<file path="config.mk">
export PLATFORM = sky130hd
export DESIGN_NAME = i2c_master_wr_ctrl_flat
export DESIGN_NICKNAME = d
export VERILOG_FILES = /design/src/rtl/i2c_master_wr_ctrl_if.sv /design/src/rtl/i2c_master_wr_ctrl.sv /design/src/flat_wrapper.sv
export SDC_FILE = /design/constraint.sdc
export NUM_CORES = 1
export LEC_CHECK = 0
export ABC_CLOCK_PERIOD_IN_PS = 4300
export CORE_ASPECT_RATIO = 0.5
export CORE_MARGIN = 4
export CORE_UTILIZATION = 49
export CTS_CLUSTER_SIZE = 24
export DETAILED_ROUTE_END_ITERATION = 12
export PLACE_DENSITY = 0.8
export SLEW_MARGIN = 20
export SYNTH_ARGS = -nofsm -noshare
export SYNTH_HDL_FRONTEND = slang
export SYNTH_SLANG_ARGS = --single-unit
</file>
<file path="constraint.sdc">
create_clock -name i_clk -period 4.3 [get_ports i_clk]
set_clock_uncertainty 0.1 [all_clocks]
set_input_delay 0.43 -clock i_clk [delete_from_list [all_inputs] [get_ports i_clk]]
set_output_delay 0.43 -clock i_clk [all_outputs]
set_load 0.01 [all_outputs]
</file>
<file path="src/rtl/i2c_master_wr_ctrl_if.sv">
`default_nettype none
// ============================================================================
//  Module      : i2c_master_wr_ctrl_if
//  Description : Host handshake and I2C bus-side signal bundle for the
//                single-master I2C write sequencer.
//  Revision    : 1.0 - initial release
// ============================================================================
interface i2c_master_wr_ctrl_if #(
  parameter int ADDR_W = 7
);
  // Host side
  logic              i_start;
  logic [ADDR_W-1:0] i_addr;
  logic [15:0]       i_data;
  logic              o_busy;
  logic              o_done;
  logic              o_nack;
  logic [15:0]       o_data;
  // Bus side
  logic              i_sda_in;
  logic              o_scl;
  logic              o_sda;
  logic              o_scl_en;
  logic              o_sda_en;

  modport master (
    input  i_start, i_addr, i_data, i_sda_in,
    output o_busy, o_done, o_nack, o_data,
    output o_scl, o_sda, o_scl_en, o_sda_en
  );

  modport slave (
    output i_start, i_addr, i_data, i_sda_in,
    input  o_busy, o_done, o_nack, o_data,
    input  o_scl, o_sda, o_scl_en, o_sda_en
  );
endinterface
`default_nettype wire

</file>
<file path="src/rtl/i2c_master_wr_ctrl.sv">
`default_nettype none
// ============================================================================
//  Module      : i2c_master_wr_ctrl
//  Description : Single-master I2C write sequencer. One request issues
//                START, addr+W, ACK, data[15:8], ACK, data[7:0], ACK, STOP.
//                A NACK in any ACK slot skips straight to STOP.
//  Revision    : 1.0 - initial release
// ============================================================================
module i2c_master_wr_ctrl #(
  parameter int CLK_DIV = 4,
  parameter int ADDR_W  = 7
) (
  input  logic              i_clk,
  input  logic              i_rst_n,
  i2c_master_wr_ctrl_if.master bus
);

  localparam int unsigned       c_DIV_W    = $clog2(CLK_DIV);
  localparam logic [c_DIV_W-1:0] c_DIV_LAST = c_DIV_W'(CLK_DIV - 1);

  typedef enum logic [3:0] {
    ST_IDLE   = 4'd0,
    ST_START  = 4'd1,
    ST_ADDR   = 4'd2,
    ST_ACK_A  = 4'd3,
    ST_DATA_H = 4'd4,
    ST_ACK_H  = 4'd5,
    ST_DATA_L = 4'd6,
    ST_ACK_L  = 4'd7,
    ST_STOP   = 4'd8
  } state_t;

  state_t             state_q, state_d;
  logic [c_DIV_W-1:0] div_q, div_d;
  logic [1:0]         qtr_q, qtr_d;
  logic [2:0]         bit_q, bit_d;
  logic [ADDR_W-1:0]  addr_q, addr_d;
  logic [15:0]        data_q, data_d;
  logic               nack_q, nack_d;
  logic               done_q, done_d;

  logic               w_tick;
  logic               w_slot_end;
  logic               w_ack_slot;
  logic [7:0]         w_byte;
  logic               w_bit;
  logic               w_scl, w_sda, w_scl_en, w_sda_en;

  assign w_tick     = (div_q == c_DIV_LAST);
  assign w_slot_end = w_tick && (qtr_q == 2'd3);
  assign w_ack_slot = (state_q == ST_ACK_A) || (state_q == ST_ACK_H) ||
                      (state_q == ST_ACK_L);

  // Byte currently being shifted out; address slot appends the W bit (0)
  always_comb begin
    w_byte = data_q[7:0];
    case (state_q)
      ST_ADDR:   w_byte = {addr_q, 1'b0};
      ST_DATA_H: w_byte = data_q[15:8];
      default:   w_byte = data_q[7:0];
    endcase
  end

  assign w_bit = w_byte[3'd7 - bit_q];

  // State, timing counters and latched request
  always_ff @(posedge i_clk or negedge i_rst_n) begin
    if (!i_rst_n) begin
      state_q <= ST_IDLE;
      div_q   <= '0;
      qtr_q   <= '0;
      bit_q   <= '0;
      addr_q  <= '0;
      data_q  <= '0;
      nack_q  <= 1'b0;
      done_q  <= 1'b0;
    end else begin
      state_q <= state_d;
      div_q   <= div_d;
      qtr_q   <= qtr_d;
      bit_q   <= bit_d;
      addr_q  <= addr_d;
      data_q  <= data_d;
      nack_q  <= nack_d;
      done_q  <= done_d;
    end
  end

  // Next-state: accept in IDLE, advance quarters on divider ticks, move on
  // slot boundaries; ACK is sampled on the tick that ends q2
  always_comb begin
    state_d = state_q;
    div_d   = div_q;
    qtr_d   = qtr_q;
    bit_d   = bit_q;
    addr_d  = addr_q;
    data_d  = data_q;
    nack_d  = nack_q;
    done_d  = 1'b0;

    if (state_q == ST_IDLE) begin
      if (bus.i_start) begin
        state_d = ST_START;
        addr_d  = bus.i_addr;
        data_d  = bus.i_data;
        nack_d  = 1'b0;
        div_d   = '0;
        qtr_d   = '0;
        bit_d   = '0;
      end
    end else begin
      div_d = w_tick ? '0 : div_q + c_DIV_W'(1);
      if (w_tick) begin
        qtr_d = qtr_q + 2'd1;
      end
      if (w_tick && (qtr_q == 2'd2) && w_ack_slot && bus.i_sda_in) begin
        nack_d = 1'b1;
      end
      if (w_slot_end) begin
        case (state_q)
          ST_START: state_d = ST_ADDR;
          ST_ADDR: begin
            bit_d = bit_q + 3'd1;
            if (bit_q == 3'd7) state_d = ST_ACK_A;
          end
          ST_ACK_A: state_d = nack_q ? ST_STOP : ST_DATA_H;
          ST_DATA_H: begin
            bit_d = bit_q + 3'd1;
            if (bit_q == 3'd7) state_d = ST_ACK_H;
          end
          ST_ACK_H: state_d = nack_q ? ST_STOP : ST_DATA_L;
          ST_DATA_L: begin
            bit_d = bit_q + 3'd1;
            if (bit_q == 3'd7) state_d = ST_ACK_L;
          end
          ST_ACK_L: state_d = ST_STOP;
          ST_STOP: begin
            state_d = ST_IDLE;
            done_d  = 1'b1;
          end
          default: state_d = ST_IDLE;
        endcase
      end
    end
  end

  // Bus waveform decode; bits change only at q0 while SCL is low
  always_comb begin
    w_scl    = 1'b1;
    w_sda    = 1'b1;
    w_scl_en = 1'b0;
    w_sda_en = 1'b0;
    case (state_q)
      ST_START: begin
        w_scl_en = 1'b1;
        w_sda_en = 1'b1;
        w_sda    = ~qtr_q[1];
      end
      ST_ADDR, ST_DATA_H, ST_DATA_L: begin
        w_scl_en = 1'b1;
        w_sda_en = 1'b1;
        w_scl    = qtr_q[1];
        w_sda    = w_bit;
      end
      ST_ACK_A, ST_ACK_H, ST_ACK_L: begin
        w_scl_en = 1'b1;
        w_scl    = qtr_q[1];
      end
      ST_STOP: begin
        w_scl_en = 1'b1;
        w_sda_en = 1'b1;
        w_scl    = (qtr_q != 2'd0);
        w_sda    = qtr_q[1];
      end
      default: begin
        w_scl    = 1'b1;
        w_sda    = 1'b1;
      end
    endcase
  end

  assign bus.o_scl    = w_scl;
  assign bus.o_sda    = w_sda;
  assign bus.o_scl_en = w_scl_en;
  assign bus.o_sda_en = w_sda_en;
  assign bus.o_busy   = (state_q != ST_IDLE);
  assign bus.o_done   = done_q;
  assign bus.o_nack   = nack_q;
  assign bus.o_data   = data_q;

endmodule
`default_nettype wire

</file>
<file path="src/flat_wrapper.sv">
// flat-port wrapper written by rule: the top's interface ports become plain ports
module i2c_master_wr_ctrl_flat 
#(
  parameter int CLK_DIV = 4,
  parameter int ADDR_W  = 7
)
  (i_clk, i_rst_n, bus_i_start, bus_i_addr, bus_i_data, bus_i_sda_in, bus_o_busy, bus_o_done, bus_o_nack, bus_o_data, bus_o_scl, bus_o_sda, bus_o_scl_en, bus_o_sda_en);
  i2c_master_wr_ctrl_if #(.ADDR_W(ADDR_W)) bus_i ();
  input  logic i_clk;
  input  logic i_rst_n;
  input wire logic [$bits(bus_i.i_start)-1:0] bus_i_start;
  input wire logic [$bits(bus_i.i_addr)-1:0] bus_i_addr;
  input wire logic [$bits(bus_i.i_data)-1:0] bus_i_data;
  input wire logic [$bits(bus_i.i_sda_in)-1:0] bus_i_sda_in;
  output wire logic [$bits(bus_i.o_busy)-1:0] bus_o_busy;
  output wire logic [$bits(bus_i.o_done)-1:0] bus_o_done;
  output wire logic [$bits(bus_i.o_nack)-1:0] bus_o_nack;
  output wire logic [$bits(bus_i.o_data)-1:0] bus_o_data;
  output wire logic [$bits(bus_i.o_scl)-1:0] bus_o_scl;
  output wire logic [$bits(bus_i.o_sda)-1:0] bus_o_sda;
  output wire logic [$bits(bus_i.o_scl_en)-1:0] bus_o_scl_en;
  output wire logic [$bits(bus_i.o_sda_en)-1:0] bus_o_sda_en;
  assign bus_i.i_start = bus_i_start;
  assign bus_i.i_addr = bus_i_addr;
  assign bus_i.i_data = bus_i_data;
  assign bus_i.i_sda_in = bus_i_sda_in;
  assign bus_o_busy = bus_i.o_busy;
  assign bus_o_done = bus_i.o_done;
  assign bus_o_nack = bus_i.o_nack;
  assign bus_o_data = bus_i.o_data;
  assign bus_o_scl = bus_i.o_scl;
  assign bus_o_sda = bus_i.o_sda;
  assign bus_o_scl_en = bus_i.o_scl_en;
  assign bus_o_sda_en = bus_i.o_sda_en;
  i2c_master_wr_ctrl #(.CLK_DIV(CLK_DIV), .ADDR_W(ADDR_W)) u_core (.i_clk(i_clk), .i_rst_n(i_rst_n), .bus(bus_i));
endmodule
</file>
After elaboration in Yosys (flattened, before gate mapping). Cells that the tools add are included.

Register bits: 36. Word-level logic and storage cells: 83. Bits of input ports: 27. Memory bits (read-only): 0. Output and inout port bits: 23. Memories kept: 0. Memory bits (writable): 0. Bits in latches: 0.

Bitwise logic cells: 1. Equal/unequal tests: 16. Multiply operators: 0. Magnitude comparators: 1. Shift operators: 0. Reduce and logical (&&, ||, !) cells: 22. Add/sub/neg operators: 4. Mux-type cells: 31. Divide/modulo/power cells: 0.

Operators by type and width (number): $mux 4 (8); $pmux 4 s7 (1); $eq 4x3->1 const B (4); $pmux 8 s2 (1); $mux 3 (4); $mux 2 (5); $reduce_bool 2->1 (5); $mux 1 (9); $ne 3x1->1 const B (3); $eq 4x2->1 const B (2); $reduce_or 8->1 (1); $eq 2x2->1 const B (3); $reduce_and 2->1 (3); $reduce_or 6->1 (1); $reduce_and 5->1 (1); $reduce_or 5->1 (1); $add 2x1->2 const B (2); $eq 4x1->1 const B (1); $eq 4x4->1 const B (1); $logic_and 1x1->1 (4); $logic_not 4->1 (1); $lt 3x4->1 const B (1); $reduce_bool 4->1 (1); $add 3x1->3 const B (1); 10 further kinds (11).

Depth between registers and ports, before layout.
Word-level depth: 7. Depth in mapped cells: 8. Depth with buffers taken out: 6.

Least setup slack after synthesis. Ideal clock, no wire load.

Kind: register to output. Start point: register u_core.state_q[2]. End point: output bus_o_sda. Slack: 2.055 ns. Arrival: 1.715 ns. Cell stages (with the launch flop): 6. Required time: 3.770 ns. Path buffers: 0. Cell sequence: dfrtp_1 -> and2b_4 -> o21ai_2 -> a2111oi_2 -> a211oi_1 -> or4_1.

Longest elaborated chain between the ends: 5. Elaborated cells on any way between the ends: 10.

Ends and longest elaborated chain: start, declared (RTL line i2c_master_wr_ctrl.sv:33) `state_t state_q, state_d;`; start signal, assigned (RTL line i2c_master_wr_ctrl.sv:78) `state_q <= state_d;`; $eq 4x3->1 / $eq 4x2->1 (equally long branches) (RTL line i2c_master_wr_ctrl.sv:57, i2c_master_wr_ctrl.sv:153); $pmux 8 s2 (RTL line i2c_master_wr_ctrl.sv:57) `case (state_q)`; $bmux 1 s3 (RTL line i2c_master_wr_ctrl.sv:64) `assign w_bit = w_byte[3'd7 - bit_q];`; $mux 1 (implied by the code) (RTL line i2c_master_wr_ctrl.sv:64); $pmux 1 s3 (*) (RTL line i2c_master_wr_ctrl.sv:153) `case (state_q)`; end, declared (RTL line flat_wrapper.sv:20) `output wire logic [$bits(bus_i.o_sda)-1:0] bus_o_sda;`.

Every way passes the cells marked *; elsewhere a longest branch is shown, timed or not. The select of a mux whose other input is x is not followed.

Worst setup path after layout. Ends and elaborated chain as after synthesis.

==> summary.md <==
| Metric | Value |
|---|---|
| Status | completed |
| Yosys top cell by area | dfrtp_1 |
| Vias in the first global route | approximately 1600 |
| # resized after CTS | 0 |
| CTS Root Cell | clkbuf_8 |
| Post CTS Setup Buffer Count | 0 |
| Final Core Density | between 60 and 70% |
| Worst-Skew Late Latency | about 0.29 ns |
| Top cell type's share of synthesized area | 44.64% |
| Fin nets | about 270 |
| Critical path arrival | a little under 3 ns |
| WL per Instance | between 15 and 20 um |
| Seq/Total Area, Yosys | between 40% and 50% |
| Combinational Power Share | between 40% and 50% |
| Synth top cells by count | dfrtp_1, nand2_1, mux2_2 |
| Max-slew violation total from the final report | 0 |
| Non-filler cells, final | ~290 |
| Post-Place Cells | approximately 290 |
| Worst setup EP type | primary output |
| Hold Vio Cnt, Final | 0 |
| Fin Hold WS | approximately 0.4 ns |
| Die W | just under 100 um |
| Synth Flop Type | dfrtp_1 |
| Startpoint type of the worst setup path | flop |
| Warnings, synthesis | 0 |
| # DRC | 0 |
| Layout area overhead | 28.39% |
| Flop pwr share | a little under two fifths |
| Crit-path slowest cell | dfrtp_1 |
| Mapped cell area | roughly 0.0020 sq mm |
| Critical path, cell by cell | nor2b_4, o21ai_2, a2111oi_2, a211oi_1, or4_1, clkdlybuf4s50_1 |
| Worst ir drop on vdd | between 300 and 400 uV |
| Clock Sinks | 36 |
| Antenna Nets Post-Route | 0 |
| Placeable Area | 0.003944 sq mm |
| Synthesized instance count | 194 |
| # diodes | 0 |
| Routed vias/inst | 5.544 |
| Row cnt | 16 |
| Register bit total from synthesis | 36 |
| Max-slew headroom | a little under three fifths |
| Worst endpoint required time | between 3 and 4 ns |
| Num CTS Buffers | 5 |
| TritonCTS clock tree | built |
| Aggregate global-route resource usage | 18.90% |
| Tcrit/Tclk final | approximately four fifths |
| Largest net degree at the start of global routing | 37 |
| Initial antenna violation count | 0 |
| Pwr per Cell Area | between 600 and 700 mW/mm^2 |
| Hold_buf cts | 0 |
| Crit path buf inv count | 1 |
| Hold crit path type | reg2reg |
| H-tree depth | 2 |
| Fmax | 0.2876 GHz |
| Routed WL | approximately 4600 um |
| First-pass GRT wire length | ~7700 um |
| Final setup fails | 0 |
| Port buffer count | 49 |
| Placer Congestion | between 0.8 and 0.9 |
| Count of different cell masters after synthesis | between 40 and 50 |
| Max Cap Viol | 0 |
| Ys async rst share | between 90% and 100% |
| Top delay family on crit path | simple AND/OR/NAND/NOR gates |
| Height of the die | about 53 um |
| CP max FO | 24 |
| Clock Path Buffers | 2 |
| Worst-Margin Slew | about 0.67 ns |
| Clock-pin slew on the worst setup and hold paths | roughly 0.060 ns |
| Via count | around 1600 |
| Post-synth EDFFs | 0 |
| RSZ-0062 raised after global routing | false |
| Count leader, synth | dfrtp_1 |
| Syn nets | between 200 and 250 |
| Total gr overflow | 0 |
| Starting density of the core | about half |
| Setup TNS | 0 ns |
| DP HPWL | approximately 3400 um |
| Filler instances | around 350 |
| Lkg Pwr | 1.067 nW |
| CP max stage delay | 0.78 ns |
| Synthesized area per cell | between 10 and 15 sq um |
| Sw Share | 37.97% |
| Die area | 0.005272 sq mm |
| DRT iter0 DRCs | just under 70 |
| Critical path class | reg2out |
| Share of layout cells above drive strength 1 | 15.00% |
| Int Pwr | 1.096 mW |
| Power share of the clock group | between 10% and 20% |
| Main area contributors after synthesis | dfrtp_1, mux2_2, nand2_1 |
| Io pins | 50 |
| Drt first pass iters | 4 |
| Total power | around 1.8 mW |
| Min cycle time layout | ~3.5 ns |
| Net switching power | approximately 0.67 mW |
final timing paths:
check,startpoint,endpoint,slack (ns),depth (start not counted)
max,u_core.state_q[2],bus_o_sda,0.82,6
min,u_core.addr_q[2],u_core.addr_q[2],0.41,1
max reg2reg,u_core.state_q[2],u_core.state_q[2],2.11,6
min reg2reg,u_core.addr_q[2],u_core.addr_q[2],0.41,1
max in group asynchronous,i_rst_n,u_core.bit_q[1],3.32,2
min in group asynchronous,i_rst_n,u_core.qtr_q[0],0.45,2
sequential cells by signal, summed over array words and instances (netlist names):
signal	count
u_core.bus.o_done	1
u_core.bit_q	3
u_core.addr_q	7
u_core.bus.o_data	16
u_core.bus.o_nack	1
u_core.div_q	2
u_core.state_q	4
u_core.qtr_q	2
power groups by stage:
stage / Clock [mW] / Combinational [mW] / Sequential (mW)
after detailed placement: 0 / 0.871 / 0.677
after CTS: 0.233 / 0.876 / 0.671
after global placement: 0 / 0.848 / 0.672
final: 0.226 / 0.865 / 0.676
after floorplan: 0 / 0.538 / 0.635
after global routing: 0.254 / 0.945 / 0.702
cells in the final DEF, fill, tap and decap left out, drive strengths merged, types with 6 or more instances in the layout:
cell type and n:
dfrtp 36, mux2 24, clkdlybuf4s50 49, inv 7, clkbuf 6, a21oi 7, ha 6, o21ai 15
nand2 22, nor2 11
worst reg2reg max path, delay by kind of cell (launching register included):
family | cells | cell delay [ns]
buffers and inverters | 1 | 0.32
AND/OR/NAND/NOR | 2 | 0.36
AO/OA/AOI/OAI | 3 | 0.50
flip-flops | 1 | 0.78
cells by family (layout without fill, tap and decap cells):
| group | after synthesis | count (layout) | share of synthesized area, % |
|---|---|---|---|
| fa+ha+maj | 6 | 6 | 3.720 |
| flops | 36 | 36 | 44.64 |
| compound gates | 47 | 47 | 16.31 |
| xor+xnor | 3 | 3 | 1.302 |
| simple gates | 58 | 58 | 15.00 |
| buf+inv | 19 | 65 | 5.146 |
| mux | 25 | 25 | 13.89 |
metal layers:
metal	up-vias	GRT usage [%]	part of all wire [%]
li1	786	-	-
met1	806	27.51	50
met2	34	27.89	44
met3	4	4.342	4.5
met4	0	5.442	0.76
met5	-	0	0
final cells by class:
class / instances / area (sq um) / area share [%]
multi-input cells: 139 / 1013 / 39.11
repair buffers: 51 / 505.5 / 19.51
clock inverters: 1 / 5.005 / 0.1931
flip-flops and latches: 36 / 900.9 / 34.77
inverters: 7 / 26.28 / 1.014
well taps: 54 / 67.56 / 2.607
clock buffers: 6 / 72.57 / 2.801
stage by stage:
| step | instance area, sq um | setup WS (ns) |
|---|---|---|
| after floorplan | 2018 | 2.055 |
| final | 2591 | 0.8227 |
| after detailed placement | 2514 | 1.141 |
| after global placement | 2514 | 1.194 |
| after CTS | 2591 | 0.8376 |
| after global routing | 2591 | 0.7061 |
Power figures use the tool's default switching activity.
